### src/rtl/counters_pkg.sv
// Shared constants for the counters library: count direction and boundary mode encodings.
package counters_pkg;

  localparam logic CNT_UP    = 1'b1;
  localparam logic CNT_DOWN  = 1'b0;
  localparam logic MODE_WRAP = 1'b0;
  localparam logic MODE_SAT  = 1'b1;

endpackage

### src/rtl/tick_prescaler.sv
// Clock-enable divider: tick is combinational, high once per (prescale+1) enabled cycles.
// No backpressure; en=0 freezes the count, clr restarts the period from zero.
module tick_prescaler #(
  parameter int PRESCALE_W = 8
) (
  input  logic                  clk,
  input  logic                  reset_n,
  input  logic                  clr,
  input  logic                  en,
  input  logic [PRESCALE_W-1:0] prescale,
  output logic                  tick
);

  logic [PRESCALE_W-1:0] pcnt;

  // A prescale lowered below pcnt lets pcnt roll over at full width before matching again.
  assign tick = en && (pcnt == prescale);

  always_ff @(posedge clk or negedge reset_n) begin
    if (!reset_n) begin
      pcnt <= '0;
    end else if (clr || tick) begin
      pcnt <= '0;
    end else if (en) begin
      pcnt <= pcnt + 1'b1;
    end
  end

endmodule

### src/rtl/mod_updown_counter.sv
// Up/down modulo counter with wrap/saturate, sync clear/load and prescaled enable.
// Q and wrap are registered (one edge after a tick); tc is combinational; no backpressure.
module mod_updown_counter
  import counters_pkg::*;
#(
  parameter int N          = 4,
  parameter int PRESCALE_W = 8
) (
  input  logic                  clk,
  input  logic                  reset_n,
  input  logic                  sync_clr,
  input  logic                  load,
  input  logic [N-1:0]          load_val,
  input  logic                  en,
  input  logic                  up_dn,
  input  logic                  sat_mode,
  input  logic [N-1:0]          mod_max,
  input  logic [PRESCALE_W-1:0] prescale,
  output logic [N-1:0]          Q,
  output logic                  tc,
  output logic                  wrap
);

  localparam logic [N-1:0] ONE = N'(1);

  logic         tick;
  logic [N-1:0] q_next;
  logic         wrap_next;

  tick_prescaler #(
    .PRESCALE_W (PRESCALE_W)
  ) u_prescaler (
    .clk      (clk),
    .reset_n  (reset_n),
    .clr      (sync_clr | load),
    .en       (en),
    .prescale (prescale),
    .tick     (tick)
  );

  assign tc = (up_dn == CNT_UP) ? (Q >= mod_max) : (Q == '0);

  always_comb begin
    q_next    = Q;
    wrap_next = 1'b0;
    if (sync_clr) begin
      q_next = '0;
    end else if (load) begin
      q_next = load_val;
    end else if (tick) begin
      if (up_dn == CNT_UP) begin
        if (Q < mod_max) begin
          q_next = Q + ONE;
        end else if (sat_mode == MODE_SAT) begin
          q_next = mod_max;
        end else begin
          q_next    = '0;
          wrap_next = 1'b1;
        end
      end else begin
        if (Q == '0) begin
          if (sat_mode == MODE_SAT) begin
            q_next = '0;
          end else begin
            q_next    = mod_max;
            wrap_next = 1'b1;
          end
        end else if (Q > mod_max) begin
          // An out-of-range loaded value re-enters the range silently when counting down.
          q_next = mod_max;
        end else begin
          q_next = Q - ONE;
        end
      end
    end
  end

  always_ff @(posedge clk or negedge reset_n) begin
    if (!reset_n) begin
      Q    <= '0;
      wrap <= 1'b0;
    end else begin
      Q    <= q_next;
      wrap <= wrap_next;
    end
  end

endmodule

### config.mk
export PLATFORM = sky130hd
export DESIGN_NAME = mod_updown_counter
export DESIGN_NICKNAME = d
export VERILOG_FILES = /design/src/rtl/counters_pkg.sv /design/src/rtl/tick_prescaler.sv /design/src/rtl/mod_updown_counter.sv
export SDC_FILE = /design/constraint.sdc
export NUM_CORES = 1
export LEC_CHECK = 0
export CAP_MARGIN = 10
export CORE_UTILIZATION = 40
export DETAILED_ROUTE_END_ITERATION = 7
export GPL_TIMING_DRIVEN = 0
export PLACE_DENSITY = 0.7
export SYNTH_ARGS = -nofsm -noshare
export SYNTH_HDL_FRONTEND = slang
export SYNTH_SLANG_ARGS = --single-unit
### constraint.sdc
create_clock -name clk -period 2.45 [get_ports clk]
set_input_delay 0.735 -clock clk [delete_from_list [all_inputs] [get_ports clk]]
set_output_delay 0.735 -clock clk [all_outputs]
set_load 0.01 [all_outputs]
---- After elaboration in Yosys (flattened, before gate mapping) ----
Index checks and enable logic that the tools add are counted.
storage, ports and cells
  flip-flop bits (word level) ............. 13
  bits of input ports ..................... 23
  output and inout port bits .............. 6
  logic and storage cells ................. 35
operators by class
  $add $sub $neg .......................... 3
  order comparisons ....................... 3
  eq/ne operators ......................... 1
  muxes and demuxes ....................... 19
  bitwise operators ....................... 1
  reductions and logical operators ........ 5
operators with widths
  operator                                                             count
  4-bit two-way mux                                                    9
  8-bit two-way mux                                                    2
  8-bit by 1-bit adder with 8-bit output (second input constant)       1
  8-bit equality test                                                  1
  1-bit two-way mux                                                    8
  4-bit by 1-bit adder with 4-bit output (second input constant)       1
  4-bit >= comparator                                                  1
  4-bit greater-than comparator                                        1
  4-bit logical NOT                                                    1
  4-bit < comparator                                                   1
  4-bit by 1-bit subtractor with 4-bit output (second input constant)  1
  3-bit nonzero test                                                   1
  2-bit nonzero test                                                   1
  1-bit logical AND                                                    1
  1-bit logical OR                                                     1
  1-bit bitwise OR                                                     1

---- Depth between registers and ports, before layout ----
Gate-level depths: netlist (run 1).
  depth after elaboration ................. 7
  mapped depth ............................ 8
  gate-level depth less buffers ........... 8

---- By module ----
A second synthesis (run 1) with hierarchy kept.
unflattened totals
  cells, all modules ...................... 145
  area, all modules ....................... 1239.9 um^2
by module, submodules not included
  module              instances  cells an instance  area an instance (um^2)  seq. area each (um^2)
  mod_updown_counter  1          97                 744.5                    125.1
  tick_prescaler      1          48                 495.5                    200.2

---- Worst setup path before layout (run 1) ----
No wires, ideal clock.
  path type ............................... input -> register
  start point ............................. in mod_max[2]
  end point ............................... reg Q[3]
  library setup time ...................... 134 ps
  arrival ................................. 2422 ps
  required time ........................... 2316 ps
  slack ................................... -106 ps
  cell stages on the path ................. 7
  buffers on the path ..................... 0
  path through ............................ inv_1 -> ha_1 -> a211o_1 -> o221a_4 -> a221o_1 -> a2111oi_1 -> o32ai_1
on the way
  longest elaborated chain between the ends .. 7
  elaborated cells between the ends (all ways) .. 9
  those cells by class .................... 2 x order compare; 7 x mux
RTL lines
  element                        RTL line                  text
  start, declared                mod_updown_counter.sv:17  input logic [N-1:0] mod_max,
  4-bit greater-than comparator  mod_updown_counter.sv:68  end else if (Q > mod_max) begin
  4-bit two-way mux              mod_updown_counter.sv:68
  4-bit two-way mux              mod_updown_counter.sv:61  if (Q == '0) begin
  4-bit two-way mux (*)          mod_updown_counter.sv:51  if (up_dn == CNT_UP) begin
  4-bit two-way mux (*)          mod_updown_counter.sv:50  end else if (tick) begin
  4-bit two-way mux (*)          mod_updown_counter.sv:48  end else if (load) begin
  4-bit two-way mux (*)          mod_updown_counter.sv:46  if (sync_clr) begin
  end signal, assigned           mod_updown_counter.sv:83  Q <= q_next;
  end, declared                  mod_updown_counter.sv:19  output logic [N-1:0] Q,
Every way passes the cells marked *; elsewhere a longest branch is shown, timed or not. The select of a mux whose other input is x is not followed.
A chain may end at the register's enable or synchronous reset.

---- Worst setup path after layout (run 1) ----
  start point ............................. in mod_max[1]
  end point ............................... out tc
on the way
  longest elaborated chain between the ends .. 2
RTL lines
  element              RTL line                  text
  4-bit >= comparator  mod_updown_counter.sv:41  assign tc = (up_dn == CNT_UP) ? (Q >= mod_max) : (Q == '0);
  1-bit two-way mux    mod_updown_counter.sv:41
  end, declared        mod_updown_counter.sv:20  output logic tc,
Every way passes these cells.

==> flow_metrics.env, run 1 <==
export IMPL_outcome="finished, violations left"
export IMPL_violations="setup timing"
export IMPL_grt_usage_pct=21.4
export IMPL_io_buffers=25
export IMPL_maxSlewHeadroom_pct=61.5
export IMPL_grt_pass1_vias=1100
export IMPL_wire_per_inst_um=14.6
export IMPL_die_w_um=54.9
export IMPL_cts_made_buffers=3
export IMPL_synth_edf_count=0
export IMPL_synth_cell_types=42
export IMPL_layout_setup_ws_ns=-0.0977
export IMPL_p_per_area_mw_per_mm2=373
export IMPL_vias_per_cell=5.77
export IMPL_clk_path_buf_depth=2
export IMPL_final_util_pct=61.0
export IMPL_design_die_area_sq_mm=0.00302
export IMPL_startpoint_type="input pin"
export IMPL_io_pins=29
export IMPL_p_comb_share_pct=36.4
export IMPL_grt_overflow_total=0
export IMPL_syn2layout_area_growth_pct=39.6
export IMPL_seq_area_frac_synth_pct=29.0
export IMPL_antenna_cells=0
export IMPL_synth_ff_type="dfrtp_1"
export IMPL_intPower_mw=0.396
export IMPL_end_kind="output port"
export IMPL_p_leak_nw=0.696
export IMPL_via_count=1103
export IMPL_drc=0
export IMPL_coreArea_sq_mm=0.00257
export IMPL_pwr_share_seq_pct=39.6
export IMPL_syn_area_sq_mm=0.00112
export IMPL_rsz0062_at_grt="yes"
export IMPL_swShare_pct=32.2
export IMPL_worst_slew_pin_slew_ns=0.575
export IMPL_synthCells=126
export IMPL_syn_avg_cell_area_sq_um=8.90
export IMPL_hold_violations=0
export IMPL_pre_cts_slack_ns=-1.08
export IMPL_path_max_fanout=3
export IMPL_htree_levels=1
export IMPL_min_period_over_period_pct=104
export IMPL_drv_slew=0
export IMPL_grt_pass1_wl_mm=4.56
export IMPL_initial_utilization_pct=43.7
export IMPL_rows=18
export IMPL_fin_skew_ns=0.00203
export IMPL_whs_ns=0.570
export IMPL_clk_latency_ns=0.28
export IMPL_wirelength_mm=2.79
export IMPL_async_reset_ff_share_pct=100
export IMPL_syn_num_nets=157
export IMPL_nets=193
export IMPL_drtIter0Drc=19
export IMPL_setup_viol=1
export IMPL_peakVddDrop_v=0.000296
export IMPL_cap_violations=0
export IMPL_layout_drive_gt1_share_pct=24.8
export IMPL_detail_route_antenna_nets=0
export IMPL_clock_sinks=13
export IMPL_clockRootBuffer="clkbuf_4"
export IMPL_worstSetupPathType="input pin to output port"
export IMPL_fmax_ghz=0.393
export IMPL_synth_seq_cells=13
export IMPL_gp_congestion=0.860
export IMPL_worst_ep_arrival_time_ns=1.81
export IMPL_critPathRequiredTime_ns=1.71
export IMPL_power_switching_mw=0.188
export IMPL_cts_tree="done"
export IMPL_cts_clk_slew_worst_paths_ns=0.09
export IMPL_synth_warnings=0
export IMPL_place_hpwl_mm=2.11
export IMPL_min_period_ns=2.55
export IMPL_die_h_um=54.9
export IMPL_grt_max_degree=14
export IMPL_p_clk_share_pct=24.0
export IMPL_grt_antenna_before_repair=0
export IMPL_fillers=241
export IMPL_drt_first_pass_iters=4
export IMPL_hold_path_class="register to register"
layout make-up:
class	count	area, sq um	share of cell area, %
Buffer	4	32.5	2.08
Clock buffer	3	22.5	1.44
Clock inverter	1	5.00	0.320
Inverter	10	42.5	2.72
Multi-Input combinational cell	99	802	51.2
Sequential cell	13	329	21.0
Tap cell	30	37.5	2.40
Timing Repair Buffer	31	294	18.8
sequential cells by signal, summed over array words and instances, names as in the netlist:
signal            cells
u_prescaler.pcnt      8
Q                     4
wrap                  1
Yosys cell counts, types with 2 or more instances:
cell,count,area share [%]
nor2_1,13,4.4
a2bb2oi_1,2,1.6
nor2b_1,2,1.1
nor3_1,5,2.2
dfrtp_1,13,29
ha_1,8,8.9
nand2_1,7,2.3
nand4_1,5,2.8
nand3_1,4,1.8
o31ai_1,3,2.0
xnor2_1,10,7.8
inv_1,10,3.3
xor2_1,8,6.3
mux2i_1,2,1.8
a21oi_1,6,2.7
and3_1,2,1.1
cell usage in the layout (no fill, tap or decap), drive strengths merged, types with 3 or more instances in the layout:
cell type      instances
nand2                  7
clkdlybuf4s50         17
clkbuf                 6
nor3                   5
ha                     8
o31ai                  3
and3                   3
a21oi                  6
xnor2                 10
buf                   10
nor2                  13
xor2                   8
inv                   10
dlymetal6s2s           3
nand3                  4
nand4                  5
dfrtp                 13
logic make-up after synthesis:
group,Yosys count,synth area share (%)
xor+xnor,18,14.1
mux,2,1.79
fa+ha+maj,8,8.93
buf+inv,14,6.25
compound gates,26,19.1
simple gates,45,20.9
flops,13,29.0
worst max-delay path, cell delays in order:
cell and delay (ns):
buf_8 0.10, inv_6 0.04, ha_4 0.19, nor2b_4 0.12, o211ai_1 0.21, and2_4 0.19
a31oi_1 0.07, buf_2 0.15
worst paths after layout:
| path | slack, ns | endpoint | cells past startpoint | start |
|---|---|---|---|---|
| worst min-delay path | 0.57 | u_prescaler.pcnt[7] | 2 | u_prescaler.pcnt[7] |
| min in group asynchronous | 0.81 | u_prescaler.pcnt[0] | 1 | reset_n |
| worst min register to register | 0.57 | u_prescaler.pcnt[7] | 2 | u_prescaler.pcnt[7] |
| worst max register to register | 0.20 | Q[3] | 6 | Q[2] |
| max in group asynchronous | 1.23 | Q[0] | 1 | reset_n |
| worst max-delay path | -0.1 | tc | 8 | mod_max[1] |
what timing repair did:
item	CTS	global route
pin swaps	5	11
endpoints found under the setup margin	4	5
gates resized for setup	32	10
hold buffers	0	0
setup buffers	5	1
power by group through the flow:
stage          Sequential, mW  Combinational (mW)  Clock (mW)
2_1_floorplan           0.233               0.111           0
3_5_place_dp            0.233               0.187           0
4_1_cts                 0.230               0.202       0.147
5_1_grt                 0.233               0.235       0.154
3_3_place_gp            0.233               0.183           0
6_report                0.231               0.212       0.140
stage by stage:
step / instances / total power [mW] / setup TNS (ns) / cell area (sq um)
after detailed placement: 181 / 0.420 / -3.24 / 1430
after global placement: 181 / 0.417 / -3.09 / 1430
after floorplan: 126 / 0.344 / 0 / 1140
after global routing: 191 / 0.621 / -0.150 / 1570
after CTS: 190 / 0.580 / -0.105 / 1520
final: 191 / 0.583 / -0.0977 / 1570
routing by layer:
| metal | routed length [um] | part of all wire (%) | global-route usage (%) |
|---|---|---|---|
| met1 | 1170 | 42 | 24.2 |
| met2 | 1460 | 52 | 38.6 |
| met3 | 131 | 4.7 | 5.74 |
| met4 | 29 | 1.0 | 7.08 |
| met5 | 0 | 0 | 0 |
Power figures use the tool's default switching activity.
==> run 2, diff against run 1 <==
--- a/config.mk
+++ b/config.mk
@@ -10,6 +10,7 @@
 export DETAILED_ROUTE_END_ITERATION = 7
 export GPL_TIMING_DRIVEN = 0
 export PLACE_DENSITY = 0.7
+export SKIP_CTS_REPAIR_TIMING = 1
 export SYNTH_ARGS = -nofsm -noshare
 export SYNTH_HDL_FRONTEND = slang
 export SYNTH_SLANG_ARGS = --single-unit
==> constraint.sdc (replaced) <==
create_clock -name clk -period 2.45 [get_ports clk]
set_input_delay 0.3675 -clock clk [delete_from_list [all_inputs] [get_ports clk]]
set_output_delay 0.3675 -clock clk [all_outputs]
set_load 0.01 [all_outputs]
==> flow_metrics.env, run 2 (synthesis results as in run 1) <==
export IMPL_layout_drive_gt1_share_pct=13.8
export IMPL_pwr_share_seq_pct=41.0
export IMPL_r2r_cells=6
export IMPL_vias_per_cell=5.72
export IMPL_initial_utilization_pct=43.7
export IMPL_intPower_mw=0.383
export IMPL_grt_max_degree=14
export IMPL_setup_tns_ns=0
export IMPL_regToRegStartpoint="Q[2]"
export IMPL_startpoint_type="input pin"
export IMPL_met3_usage_pct=5.19
export IMPL_via_count=1081
export IMPL_met1_usage_pct=32.3
export IMPL_syn2layout_area_growth_pct=32.7
export IMPL_die_h_um=54.9
export IMPL_clk_path_buf_depth=2
export IMPL_clock_sinks=13
export IMPL_setup_viol=0
export IMPL_cpPeakStageDelay_ns=0.51
export IMPL_min_period_over_period_pct=94.0
export IMPL_gp_congestion=0.856
export IMPL_grt_overflow_total=0
export IMPL_io_pins=29
export IMPL_design_area_sq_mm=0.00149
export IMPL_p_leak_nw=0.671
export IMPL_hold_violations=0
export IMPL_placed_area_sq_mm=0.00141
export IMPL_detail_route_antenna_nets=0
export IMPL_rsz0062_at_grt="no"
export IMPL_whs_ns=0.451
export IMPL_grt_pass1_vias=1032
export IMPL_peakVddDrop_v=0.000321
export IMPL_grt_usage_pct=22.2
export IMPL_p_comb_share_pct=34.9
export IMPL_end_kind="register"
export IMPL_fmax_ghz=0.434
export IMPL_worstSetupPathType="input pin to register"
export IMPL_largestRegisters="u_prescaler.pcnt (8), Q (4), wrap (1)"
export IMPL_met2_usage_pct=32.5
export IMPL_worst_ep_arrival_time_ns=2.46
export IMPL_dp_cells=181
export IMPL_critPathRequiredTime_ns=2.61
export IMPL_drc=0
export IMPL_regMostFlops="u_prescaler.pcnt"
export IMPL_hold_path_class="input pin to asynchronous set/reset pin"
export IMPL_gr_max_usage_layer="met2"
export IMPL_p_per_area_mw_per_mm2=376
export IMPL_instances_no_fill=189
export IMPL_worstReg2RegEnd="Q[3]"
export IMPL_layout_common_cells="22 x clkdlybuf4s50_1, 13 x nor2_1, 12 x dfrtp_1, 10 x xnor2_1, 9 x inv_1"
export IMPL_wire_per_inst_um=14.8
export IMPL_maxSlewHeadroom_pct=60.3
export IMPL_cts_made_buffers=3
export IMPL_power_switching_mw=0.176
export IMPL_antenna_cells=0
export IMPL_crit_slowest_cell="clkdlybuf4s50_1"
export IMPL_htree_levels=1
export IMPL_place_hpwl_mm=2.10
export IMPL_worst_slew_pin_slew_ns=0.594
export IMPL_wirelength_mm=2.79
export IMPL_path_cells="clkdlybuf4s50_1 -> inv_1 -> ha_1 -> a211o_1 -> o221a_4 -> a221o_1 -> a2111oi_2 -> o32ai_1"
export IMPL_cts_clk_slew_worst_paths_ns=0.09
export IMPL_grt_pass1_wl_mm=4.75
export IMPL_rows=18
export IMPL_reg2reg_slack_ns=0.15
export IMPL_layout_commonest_cell="clkdlybuf4s50_1"
export IMPL_io_buffers=25
export IMPL_min_period_ns=2.30
export IMPL_clockRootBuffer="clkbuf_4"
export IMPL_clk_latency_ns=0.28
export IMPL_die_w_um=54.9
export IMPL_largest_reg_flops=8
export IMPL_grt_antenna_before_repair=0
export IMPL_swShare_pct=31.4
export IMPL_coreArea_sq_mm=0.00257
export IMPL_fin_skew_ns=0.00764
export IMPL_drt_first_pass_iters=4
export IMPL_drv_slew=0
export IMPL_nets=191
export IMPL_cts_tree="done"
export IMPL_p_clk_share_pct=24.2
export IMPL_design_die_area_sq_mm=0.00302
export IMPL_drtIter0Drc=24
export IMPL_outcome="finished clean"
export IMPL_cap_violations=0
export IMPL_path_max_fanout=7
-- run 2: worst max-delay path by stage --
stage,start,endpoint,slack (ns),cells after the start
finish,mod_max[3],Q[3],0.15,8
CTS,mod_max[1],tc,-0.35,8
global placement,mod_max[2],Q[3],-0.41,8
detailed placement,mod_max[2],Q[3],-0.44,8
floorplan,Q[2],Q[3],0.13,6
global route,Q[1],tc,0.04,6
-- run 2: cell type report --
type | instances | area (sq um)
Inverter | 10 | 37.5
Buffer | 4 | 32.5
Sequential cell | 13 | 327
Timing Repair Buffer | 29 | 280
Multi-Input combinational cell | 99 | 746
Clock inverter | 1 | 5.00
Clock buffer | 3 | 22.5
Tap cell | 30 | 37.5
Fill cell | 237 | 1080
-- run 2: worst max-delay path, delay by kind of cell --
family | cells | cell delay (ns)
buf+inv | 2 | 0.57
compound gates | 5 | 1.30
fa+ha+maj | 1 | 0.22
-- run 2: metrics by stage --
stage / power (mW) / util (%) / setup WS, ns
2_1_floorplan: 0.340 / - / 0.128
3_3_place_gp: 0.413 / 54.9 / -0.411
3_5_place_dp: 0.415 / 54.9 / -0.441
4_1_cts: 0.551 / 55.9 / -0.353
5_1_grt: 0.596 / 57.9 / 0.0399
6_report: 0.559 / 57.9 / 0.147
-- run 2: power groups by stage --
stage          Clock, mW  Combinational (mW)  Sequential [mW]
2_1_floorplan          0               0.108            0.232
3_3_place_gp           0               0.180            0.233
3_5_place_dp           0               0.182            0.233
4_1_cts            0.139               0.183            0.229
5_1_grt            0.150               0.217            0.230
6_report           0.135               0.195            0.229
-- run 2: routing by layer --
layer,routed length [um],vias up
li1,-,521
met1,1350,514
met2,1220,44
met3,203,2
met4,15,0
met5,0,-
